<file path="config.mk">
export PLATFORM = sky130hd
export DESIGN_NAME = gait_sequencer
export DESIGN_NICKNAME = d
export VERILOG_FILES = /design/src/rtl/gait_sequencer.sv
export SDC_FILE = /design/constraint.sdc
export NUM_CORES = 1
export LEC_CHECK = 0
export ABC_AREA = 1
export CAP_MARGIN = 25
export CORE_AREA = 3 3 79 81
export CTS_BUF_LIST = sky130_fd_sc_hd__clkbuf_4
export DETAILED_ROUTE_END_ITERATION = 8
export DIE_AREA = 0 0 82 84
export SYNTH_ARGS = -nofsm -noshare
export SYNTH_HDL_FRONTEND = slang
export SYNTH_SLANG_ARGS = --single-unit
export TNS_END_PERCENT = 1
</file>
<file path="constraint.sdc">
create_clock -name clk -period 2.2 [get_ports clk]
set_clock_uncertainty 0.05 [all_clocks]
set_input_delay 0.33 -clock clk [delete_from_list [all_inputs] [get_ports clk]]
set_output_delay 0.33 -clock clk [all_outputs]
set_load 0.05 [all_outputs]
</file>
<file path="src/rtl/gait_sequencer.sv">
`default_nettype none
// ============================================================================
// Module   : gait_sequencer
// Purpose  : Homing timer, shared ROM position index, servo enable and
//            gait-bank selection for the hexapod leg servo controllers.
//            Gait changes take effect only at gait-cycle boundaries.
// Revision : 1.0  initial release
// ============================================================================
module gait_sequencer #(
  parameter int ROM_SIZE   = 64,
  parameter int HOME_TICKS = 350
) (
  input  logic       clk,
  input  logic       rst,
  input  logic       tick,
  input  logic       start,
  input  logic [1:0] cmd,
  output logic [7:0] position,
  output logic       enable,
  output logic [1:0] gait_sel,
  output logic [1:0] state,
  output logic       cycle_done
);

  localparam logic [1:0] S_IDLE   = 2'b00;
  localparam logic [1:0] S_HOMING = 2'b01;
  localparam logic [1:0] S_WALK   = 2'b10;
  localparam logic [1:0] S_DRAIN  = 2'b11;

  localparam logic [1:0] GAIT_STAND = 2'b00;
  localparam logic [1:0] GAIT_BACK  = 2'b10;

  localparam int          CNT_W     = (HOME_TICKS > 1) ? $clog2(HOME_TICKS) : 1;
  localparam logic [CNT_W-1:0] HOME_LAST = CNT_W'(HOME_TICKS - 1);
  localparam logic [7:0]  POS_LAST  = 8'(ROM_SIZE - 1);

  logic [CNT_W-1:0] home_cnt;
  logic [CNT_W-1:0] home_cnt_nxt;
  logic [1:0]       state_nxt;
  logic [7:0]       position_nxt;
  logic             enable_nxt;
  logic [1:0]       gait_sel_nxt;
  logic             cycle_done_nxt;
  logic [7:0]       step_pos;
  logic             boundary;
  logic             home_done;

  // Position one step ahead under the current gait; landing on 0 is a boundary
  always_comb begin
    step_pos = 8'd0;
    case (gait_sel)
      GAIT_STAND: step_pos = 8'd0;
      GAIT_BACK:  step_pos = (position == 8'd0) ? POS_LAST : position - 8'd1;
      default:    step_pos = (position == POS_LAST) ? 8'd0 : position + 8'd1;
    endcase
  end

  assign boundary  = (step_pos == 8'd0);
  assign home_done = tick && (home_cnt == HOME_LAST);

  // State and registered outputs; async reset returns everything to IDLE/home
  always_ff @(posedge clk or posedge rst) begin
    if (rst) begin
      state      <= S_IDLE;
      position   <= 8'd0;
      enable     <= 1'b0;
      gait_sel   <= 2'b00;
      cycle_done <= 1'b0;
      home_cnt   <= '0;
    end else begin
      state      <= state_nxt;
      position   <= position_nxt;
      enable     <= enable_nxt;
      gait_sel   <= gait_sel_nxt;
      cycle_done <= cycle_done_nxt;
      home_cnt   <= home_cnt_nxt;
    end
  end

  // Next-state selection; a start change wins over a coincident tick
  always_comb begin
    state_nxt = state;
    case (state)
      S_IDLE:   if (start) state_nxt = S_HOMING;
      S_HOMING: begin
        if (!start)         state_nxt = S_IDLE;
        else if (home_done) state_nxt = S_WALK;
      end
      S_WALK:   if (!start) state_nxt = S_DRAIN;
      S_DRAIN: begin
        if (start)                        state_nxt = S_WALK;
        else if (gait_sel == GAIT_STAND)  state_nxt = S_IDLE;
        else if (tick && boundary)        state_nxt = S_IDLE;
      end
      default:  state_nxt = S_IDLE;
    endcase
  end

  // Next values of the registered outputs and the homing counter
  always_comb begin
    position_nxt   = position;
    enable_nxt     = enable;
    gait_sel_nxt   = gait_sel;
    cycle_done_nxt = 1'b0;
    home_cnt_nxt   = home_cnt;
    case (state)
      S_IDLE: begin
        position_nxt = 8'd0;
        enable_nxt   = 1'b0;
        home_cnt_nxt = '0;
      end
      S_HOMING: begin
        enable_nxt = 1'b0;
        if (!start) begin
          home_cnt_nxt = '0;
        end else if (home_done) begin
          enable_nxt   = 1'b1;
          position_nxt = 8'd0;
          gait_sel_nxt = cmd;
          home_cnt_nxt = '0;
        end else if (tick) begin
          home_cnt_nxt = home_cnt + CNT_W'(1);
        end
      end
      S_WALK: begin
        enable_nxt = 1'b1;
        if (start && tick) begin
          position_nxt = step_pos;
          if (boundary) begin
            // Standing is a boundary on every tick but is not a cycle wrap
            cycle_done_nxt = (gait_sel != GAIT_STAND);
            gait_sel_nxt   = cmd;
          end
        end
      end
      S_DRAIN: begin
        enable_nxt = 1'b1;
        if (!start) begin
          if (gait_sel == GAIT_STAND) begin
            enable_nxt   = 1'b0;
            position_nxt = 8'd0;
          end else if (tick) begin
            position_nxt = step_pos;
            if (boundary) begin
              cycle_done_nxt = 1'b1;
              enable_nxt     = 1'b0;
            end
          end
        end
      end
      default: begin
        position_nxt = 8'd0;
        enable_nxt   = 1'b0;
      end
    endcase
  end

endmodule
`default_nettype wire

</file>
==> results of run 1 <==
## through the flow
step                      setup slack [ps]  utilization (%)  total power [mW]
after CTS                             9.66             36.0              2.78
final                                  121             36.3              2.77
after detailed placement              72.1             35.5              2.56
after global routing                  1.57             36.3              3.05
after global placement                 152             35.5              2.56
after floorplan                       31.6                -              2.05
## cell families after synthesis
| family | count (synthesis) | synth area share [%] |
|---|---|---|
| AND/OR/NAND/NOR | 143 | 39.2 |
| buffers and inverters | 42 | 10.8 |
| AO/OA/AOI/OAI | 31 | 10.4 |
| flip-flops | 23 | 34.5 |
| XOR/XNOR | 4 | 2.10 |
| adder cells (fa/ha/maj) | 4 | 3.00 |
## area by class of cell
| class | instances | area (um^2) |
|---|---|---|
| fill | 617 | 3530 |
| multi-input combinational | 182 | 918 |
| clock inverter | 1 | 5.00 |
| sequential | 23 | 577 |
| tap | 72 | 90.1 |
| timing repair buffer | 26 | 250 |
| inverter | 39 | 146 |
| clock buffer | 3 | 22.5 |
## state kept, by name, indices dropped and copies added, names as in the netlist, named ones only
signal      flops
cycle_done      1
enable          1
gait_sel        2
home_cnt        9
position        8
state           1
## power groups by stage
stage	logic, mW	clock network [mW]	registers (mW)
CTS	1.84	0.220	0.714
detailed placement	1.84	0	0.722
finish	1.85	0.210	0.713
global route	2.09	0.228	0.740
global placement	1.84	0	0.723
floorplan	1.06	0	0.994
## how the worst max path moves through the flow
stage / startpoint / end / cells after the start
detailed placement: tick / home_cnt[8] / 8
finish: gait_sel[0] / gait_sel[0] / 1
floorplan: position[1] / state[0] / 14
global route: position[3] / gait_sel[0] / 13
CTS: position[3] / position[3] / 1
global placement: tick / home_cnt[8] / 8
## repair_timing
action                     CTS  global route
setup endpoints to repair    0             6
hold buffers                 0             0
setup buffers                0             0
gates resized for setup      0             5
## layer usage
layer  global-route usage, %  share of wire (%)  up-vias
met4                    3.02               0.79        0
met5                       0                  0        -
met3                    2.59                3.5        4
met2                    20.6                 50       26
li1                        -                  -      844
met1                    17.3                 46      744
## cell usage in the layout (no fill, tap or decap), drive strengths merged, types with 2 or more instances in the layout
cell           netlist  routed
nand4                8       8
dlymetal6s2s         0       3
nor2                37      37
a21oi                7       7
o22ai                2       2
buf                  3       7
dfrtp               23      23
inv                 39      39
ha                   4       4
o21ai               18      18
clkdlybuf4s50        0      16
nand3               26      26
xor2                 2       2
xnor2                2       2
clkbuf               0       3
nor3                 6       6
nand2               65      65
==> results.json, run 1 <==
{
  "drv_slew": 0,
  "drive_gt1_share_pct": 10.6,
  "port_buffers": 19,
  "viasPerCell": 4.68,
  "clk_pin_slew_ps": 140,
  "clockPowerShare_pct": 7.6,
  "synth_edf_count": 0,
  "die_area_um2": 6890,
  "gr-total-overflow": 0,
  "clock-root-buffer": "clkbuf_4",
  "worst-path-buf-inv": 1,
  "max_freq_mhz": 481,
  "async_reset_ff_share_pct": 100,
  "reg2reg_from": "position[2]",
  "final_net_count": 285,
  "drt_iter0_markers": 90,
  "relSlewSlack_pct": 66.5,
  "synth-seq-cells": 23,
  "syn_area_um2": 1670,
  "synthDistinctLibCells": 27,
  "fp.dieH_um": 84,
  "yosysSeqAreaShare_pct": 34.5,
  "min_period_ps": 2080,
  "cap_violations": 0,
  "setup_tns_ps": 0,
  "cts_tree": "yes",
  "p_leak_nw": 0.994,
  "r2r_slack_ps": 200,
  "stdcell_area_um2": 2010,
  "placementRows": 27,
  "p_seq_share_pct": 25.7,
  "grt_pass1_wl_um": 7180,
  "drc": 0,
  "crit_path_cell_trace": "clkdlybuf4s50_1",
  "r2r-end": "state[0]",
  "insertion_delay_ps": 320,
  "yosysTopAreaCellShare_pct": 34.5,
  "wl_um": 3950,
  "n_antenna_cell": 0,
  "combPwrFrac_pct": 66.7,
  "wire_per_inst_um": 11.4,
  "dp.final_hpwl_um": 3160,
  "htree_levels": 1,
  "place.gp.congestion": 0.858,
  "swShare_pct": 55.7,
  "antenna_found_initial": 0,
  "grt_max_degree": 24,
  "max-vdd-ir-drop_mv": 0.505,
  "status": "complete, no violations",
  "p_int_mw": 1.23,
  "dr.pass1.iters": 4,
  "die_x_um": 82,
  "cellPowerDensity_nw_per_um2": 1380,
  "tightest_slew_ps": 501,
  "grt_pass1_vias": 1553,
  "syn_area_per_cell_um2": 6.76,
  "synthTopCellsByCount": "nand2_1, inv_1, nor2_1",
  "layout.cells.non_filler": 346,
  "reg2reg_depth": 13,
  "hp-class": "in2async",
  "synth_warnings": 0,
  "cpLargestDelayFamily": "buffers and inverters",
  "dpl_cell_area_um2": 1970,
  "slowest_stage": "clkdlybuf4s50_1",
  "synth.most_common_cell": "nand2_1",
  "area_delta_synth_final_pct": 20.4,
  "p_sw_mw": 1.54,
  "core_um2": 5540,
  "slowest_delay_ps": 860,
  "numCtsBuffers": 3,
  "end_kind": "output pin",
  "start_util_pct": 30.1,
  "synthTopCellsByArea": "dfrtp_1, nand2_1, inv_1",
  "fin_crit_sh_pct": 94.5,
  "worstPathRequired_ps": 1820,
  "syn_inst": 247,
  "cp_max_fo": 7,
  "finalHoldViolCount": 0,
  "timing.hold.ws_ps": 276,
  "io_pins": 20,
  "rsz0062_at_grt": "false",
  "synth_top_cell_by_area": "dfrtp_1",
  "synth_nets": 257,
  "cts_sinks": 23,
  "num_vias": 1618,
  "ys.flop_type": "dfrtp_1",
  "arrival_ps": 1700,
  "cts.path.max_buffers": 2,
  "setup_violations": 0,
  "grt_use_total_pct": 12.8,
  "startpoint_type": "register",
  "dpl.cell_count": 342,
  "critPathKind": "reg2out",
  "ant_nets": 0
}
Note: power is estimated with default switching activity, not from simulation.
==> run 2: changes to the inputs <==
--- a/config.mk
+++ b/config.mk
@@ -7,10 +7,10 @@
 export LEC_CHECK = 0
 export ABC_AREA = 1
 export CAP_MARGIN = 25
-export CORE_AREA = 3 3 79 81
+export CORE_AREA = 2 2 78 80
 export CTS_BUF_LIST = sky130_fd_sc_hd__clkbuf_4
 export DETAILED_ROUTE_END_ITERATION = 8
-export DIE_AREA = 0 0 82 84
+export DIE_AREA = 0 0 80 82
 export SYNTH_ARGS = -nofsm -noshare
 export SYNTH_HDL_FRONTEND = slang
 export SYNTH_SLANG_ARGS = --single-unit
==> run 2 against run 1 <==
Effect of this change: first-iteration DRC count up 4.4%; count of clock-buffer cells in the layout unchanged; combinational power about the same; sequential cell count unchanged; utilization down 1.5 points; non-clock buffer count down 1; design area down 0.56%; power down 0.85%; worst setup slack worse by 19 ps; sequential power up 0.7%.
==> results.json, run 2 (synthesis results as in run 1) <==
{
  "status": "complete, no violations",
  "port_buffers": 19,
  "place.gp.congestion": 0.841,
  "critPathLaunch": "gait_sel[0]",
  "clk_pin_slew_ps": 130,
  "top_register": "home_cnt",
  "min_period_ps": 2100,
  "r2r_slack_ps": 180,
  "viasPerCell": 4.67,
  "start_util_pct": 29.1,
  "cts_tree": "yes",
  "fin_util_pct": 34.8,
  "wire_per_inst_um": 11.3,
  "cts_hold_buf": 0,
  "cts_sinks": 23,
  "dp.final_hpwl_um": 3190,
  "final_net_count": 284,
  "r2r-end": "state[0]",
  "tightest_slew_ps": 508,
  "cap_violations": 0,
  "finalHoldViolCount": 0,
  "startpoint_type": "register",
  "largestRegisters": "home_cnt (9), position (8), gait_sel (2)",
  "grt_pass1_wl_um": 7000,
  "antenna_found_initial": 0,
  "critPathKind": "reg2out",
  "io_pins": 20,
  "crit_end": "gait_sel[0]",
  "cpLargestDelayFamily": "buffers and inverters",
  "cts.path.max_buffers": 2,
  "htree_levels": 1,
  "arrival_ps": 1720,
  "slowest_delay_ps": 860,
  "drc": 0,
  "fp.dieH_um": 82,
  "layout_common_cells": "nand2_1, inv_1, nor2_1",
  "crit_path_cell_trace": "clkdlybuf4s50_1",
  "p_leak_nw": 0.969,
  "wl_um": 3930,
  "numCtsBuffers": 3,
  "dr.pass1.iters": 4,
  "grt_use_total_pct": 13.3,
  "cp_max_fo": 7,
  "rsz0062_at_grt": "true",
  "placementRows": 28,
  "reg2reg_from": "position[1]",
  "timing.hold.ws_ps": 298,
  "insertion_delay_ps": 310,
  "gr-total-overflow": 0,
  "hp-class": "in2async",
  "max_freq_mhz": 477,
  "worstPathRequired_ps": 1820,
  "drv_slew": 0,
  "grt_max_degree": 24,
  "cts_resized": 0,
  "slowest_stage": "clkdlybuf4s50_1",
  "max-vdd-ir-drop_mv": 0.524,
  "largest_register_ffs": 9,
  "die_area_um2": 6560,
  "end_kind": "output pin",
  "crit_cells": 1,
  "setup_violations": 0,
  "drt_iter0_markers": 94,
  "grt_pass1_vias": 1566,
  "p_total_mw": 2.75,
  "dpl_cell_area_um2": 1960,
  "area_delta_synth_final_pct": 19.7,
  "final_common_cell": "nand2_1",
  "n_antenna_cell": 0,
  "stdcell_area_um2": 2000,
  "drive_gt1_share_pct": 10.6,
  "ant_nets": 0,
  "die_x_um": 80,
  "postCtsSetupBuffers": 0,
  "cellPowerDensity_nw_per_um2": 1380,
  "reg2reg_depth": 13,
  "relSlewSlack_pct": 66.1,
  "num_vias": 1626,
  "core_um2": 5750,
  "fin_crit_sh_pct": 95.3,
  "clock-root-buffer": "clkbuf_4",
  "worst-path-buf-inv": 1
}
## run 2: worst min-delay path by stage
stage	startpoint	cells past startpoint	end	slack [ps]
CTS	rst	3	home_cnt[3]	300
global route	rst	3	state[0]	340
detailed placement	home_cnt[8]	2	home_cnt[8]	480
floorplan	rst	1	asynchronous set/reset pin	280
finish	rst	3	position[5]	300
global placement	home_cnt[8]	2	home_cnt[8]	460
## run 2: worst min-delay path, cell delays in order
cell	delay, ps
clkdlybuf4s50_1	400
inv_1	50
buf_4	290
## run 2: metal layers
metal | track usage, % | wire length, um | up-vias
li1 | - | - | 841
met1 | 17.2 | 1810 | 750
met2 | 23.2 | 1930 | 27
met3 | 1.65 | 107 | 8
met4 | 4.24 | 71 | 0
met5 | 0 | 0 | -
## run 2: stage by stage
| stage | setup TNS [ps] | cells | setup WS (ps) |
|---|---|---|---|
| after floorplan | 0 | 247 | 31.6 |
| after global placement | 0 | 344 | 50.2 |
| after detailed placement | 0 | 344 | 64.7 |
| after CTS | 0 | 348 | 37.0 |
| after global routing | -2.12 | 348 | -2.12 |
| final | 0 | 348 | 102 |
## run 2: layout make-up
cell class,count,area [um^2]
clock inverter,1,5.00
tap,75,93.8
clock buffer,3,22.5
multi-input combinational,182,913
timing repair buffer,25,238
inverter,39,146
fill,632,3750
sequential,23,579
## run 2: power breakdown
| part | switching, mW | total (mW) | internal (mW) | leakage [nW] |
|---|---|---|---|---|
| Combinational | 1.22 | 1.83 | 0.615 | 0.652 |
| Clock | 0.131 | 0.199 | 0.0679 | 0.0177 |
| Sequential | 0.183 | 0.718 | 0.534 | 0.299 |
| Total | 1.53 | 2.75 | 1.22 | 0.969 |
==> run 3: changes to the inputs <==
--- a/config.mk
+++ b/config.mk
@@ -14,4 +14,3 @@
 export SYNTH_ARGS = -nofsm -noshare
 export SYNTH_HDL_FRONTEND = slang
 export SYNTH_SLANG_ARGS = --single-unit
-export TNS_END_PERCENT = 1
==> run 3 against run 2 <==
Effect of this change: sequential cell count stayed put; clock power hardly changed; combinational power hardly changed; critical path type unchanged; first-iteration DRC count is 5.3% higher; power is 0.44% higher; non-clock buffer count stayed put; critical path depth stayed put; sequential power hardly changed; final cell count stayed put; utilization hardly changed; die area stayed put; highest routed layer unchanged; critical endpoint unchanged.
==> results.json, run 3 (synthesis results as in run 1) <==
{
  "status": "complete, no violations",
  "slowest_stage": "clkdlybuf4s50_1",
  "wire_per_inst_um": 11.3,
  "dp.final_hpwl_um": 3190,
  "die_x_um": 80,
  "gr-total-overflow": 0,
  "arrival_ps": 1730,
  "area_delta_synth_final_pct": 19.9,
  "fp.dieH_um": 82,
  "critPathKind": "reg2out",
  "crit_cells": 1,
  "die_area_um2": 6560,
  "startpoint_type": "register",
  "placementRows": 28,
  "layout_common_cells": "nand2_1, inv_1, nor2_1",
  "max-vdd-ir-drop_mv": 0.527,
  "cpLargestDelayFamily": "buffers and inverters",
  "postCtsSetupBuffers": 0,
  "dr.pass1.iters": 4,
  "timing.hold.ws_ps": 300,
  "tightest_slew_ps": 508,
  "final-seq-area_um2": 579,
  "ant_nets": 0,
  "core_um2": 5750,
  "p_total_mw": 2.76,
  "worst-path-buf-inv": 1,
  "drv_slew": 0,
  "largestRegisters": "home_cnt (9), position (8), gait_sel (2)",
  "cellPowerDensity_nw_per_um2": 1380,
  "final_common_cell": "nand2_1",
  "grt_pass1_wl_um": 7000,
  "crit_path_cell_trace": "clkdlybuf4s50_1",
  "reg2reg_depth": 13,
  "rsz0062_at_grt": "false",
  "hp-class": "in2async",
  "cap_violations": 0,
  "slowest_delay_ps": 870,
  "cp_max_fo": 7,
  "clock-root-buffer": "clkbuf_4",
  "setup_violations": 0,
  "largest_register_ffs": 9,
  "setup_tns_ps": 0,
  "min_period_ps": 2110,
  "wl_um": 3940,
  "io_pins": 20,
  "drive_gt1_share_pct": 11.0,
  "insertion_delay_ps": 310,
  "drt_iter0_markers": 99,
  "max_freq_mhz": 474,
  "start_util_pct": 29.1,
  "multiInputGateArea_um2": 916,
  "port_buffers": 19,
  "viasPerCell": 4.64,
  "worstPathRequired_ps": 1820,
  "cts_sinks": 23,
  "drc": 0,
  "clk_pin_slew_ps": 130,
  "numCtsBuffers": 3,
  "finalHoldViolCount": 0,
  "antenna_found_initial": 0,
  "num_vias": 1615,
  "place.gp.congestion": 0.841,
  "grt_pass1_vias": 1566,
  "relSlewSlack_pct": 66.1,
  "top_register": "home_cnt",
  "fin_crit_sh_pct": 95.8,
  "cts_tree": "yes",
  "cts.path.max_buffers": 2,
  "htree_levels": 1,
  "p_leak_nw": 0.970,
  "n_fill_cell": 632,
  "end_kind": "output pin",
  "grt_use_total_pct": 13.3,
  "final_net_count": 284,
  "n_antenna_cell": 0,
  "grt_max_degree": 24
}
==> run 3: cell counts in the layout (fill, tap and decap cells not counted) <==
Identical to the previous run, type by type.
==> run 3: power by group <==
part	switching (mW)	total, mW	internal [mW]
Combinational	1.22	1.84	0.619
Clock	0.131	0.199	0.0679
Sequential	0.186	0.720	0.534
==> run 3: what timing repair did <==
action	in CTS	in global routing
endpoints found under the hold margin	0	0
resized for setup	0	5
endpoints found under the setup margin	0	4
hold buffers	0	0
==> run 3: routing by layer <==
layer	vias to the layer above	GRT usage, %	share of wire, %
met5	-	0	0
met4	0	4.24	1.8
met3	8	1.65	2.0
met2	21	23.2	50
met1	746	17.2	47
li1	840	-	-
==> run 3: final cells by class <==
| type | count | share of cell area [%] |
|---|---|---|
| clock buffer | 3 | 1.13 |
| clock inverter | 1 | 0.250 |
| inverter | 39 | 7.32 |
| multi-input combinational | 182 | 45.8 |
| sequential | 23 | 29.0 |
| tap | 75 | 4.69 |
| timing repair buffer | 25 | 11.9 |
==> run 3: metrics by stage <==
stage / setup WS, ps / instance area (um^2) / utilization [%] / std cells
6_report: 91.7 / 2000 / 34.8 / 348
5_1_grt: 15.4 / 2000 / 34.8 / 348
4_1_cts: 37.0 / 1990 / 34.6 / 348
3_5_place_dp: 64.7 / 1960 / 34.2 / 344
3_3_place_gp: 50.2 / 1960 / 34.2 / 344
2_1_floorplan: 31.6 / 1670 / - / 247
==> run 3: final timing paths <==
path	startpoint	endpoint	slack (ps)
hold / removal	rst	position[4]	300
setup reg to reg	position[1]	state[0]	230
setup / recovery	gait_sel[0]	gait_sel[0]	90
hold reg to reg	home_cnt[2]	home_cnt[2]	510
max in group asynchronous	rst	position[0]	1540
min in group clk	home_cnt[2]	home_cnt[2]	510
==> run 3: worst min-delay path, stage by stage <==
cell and delay (ps):
clkdlybuf4s50_1 400, inv_1 50, buf_4 290
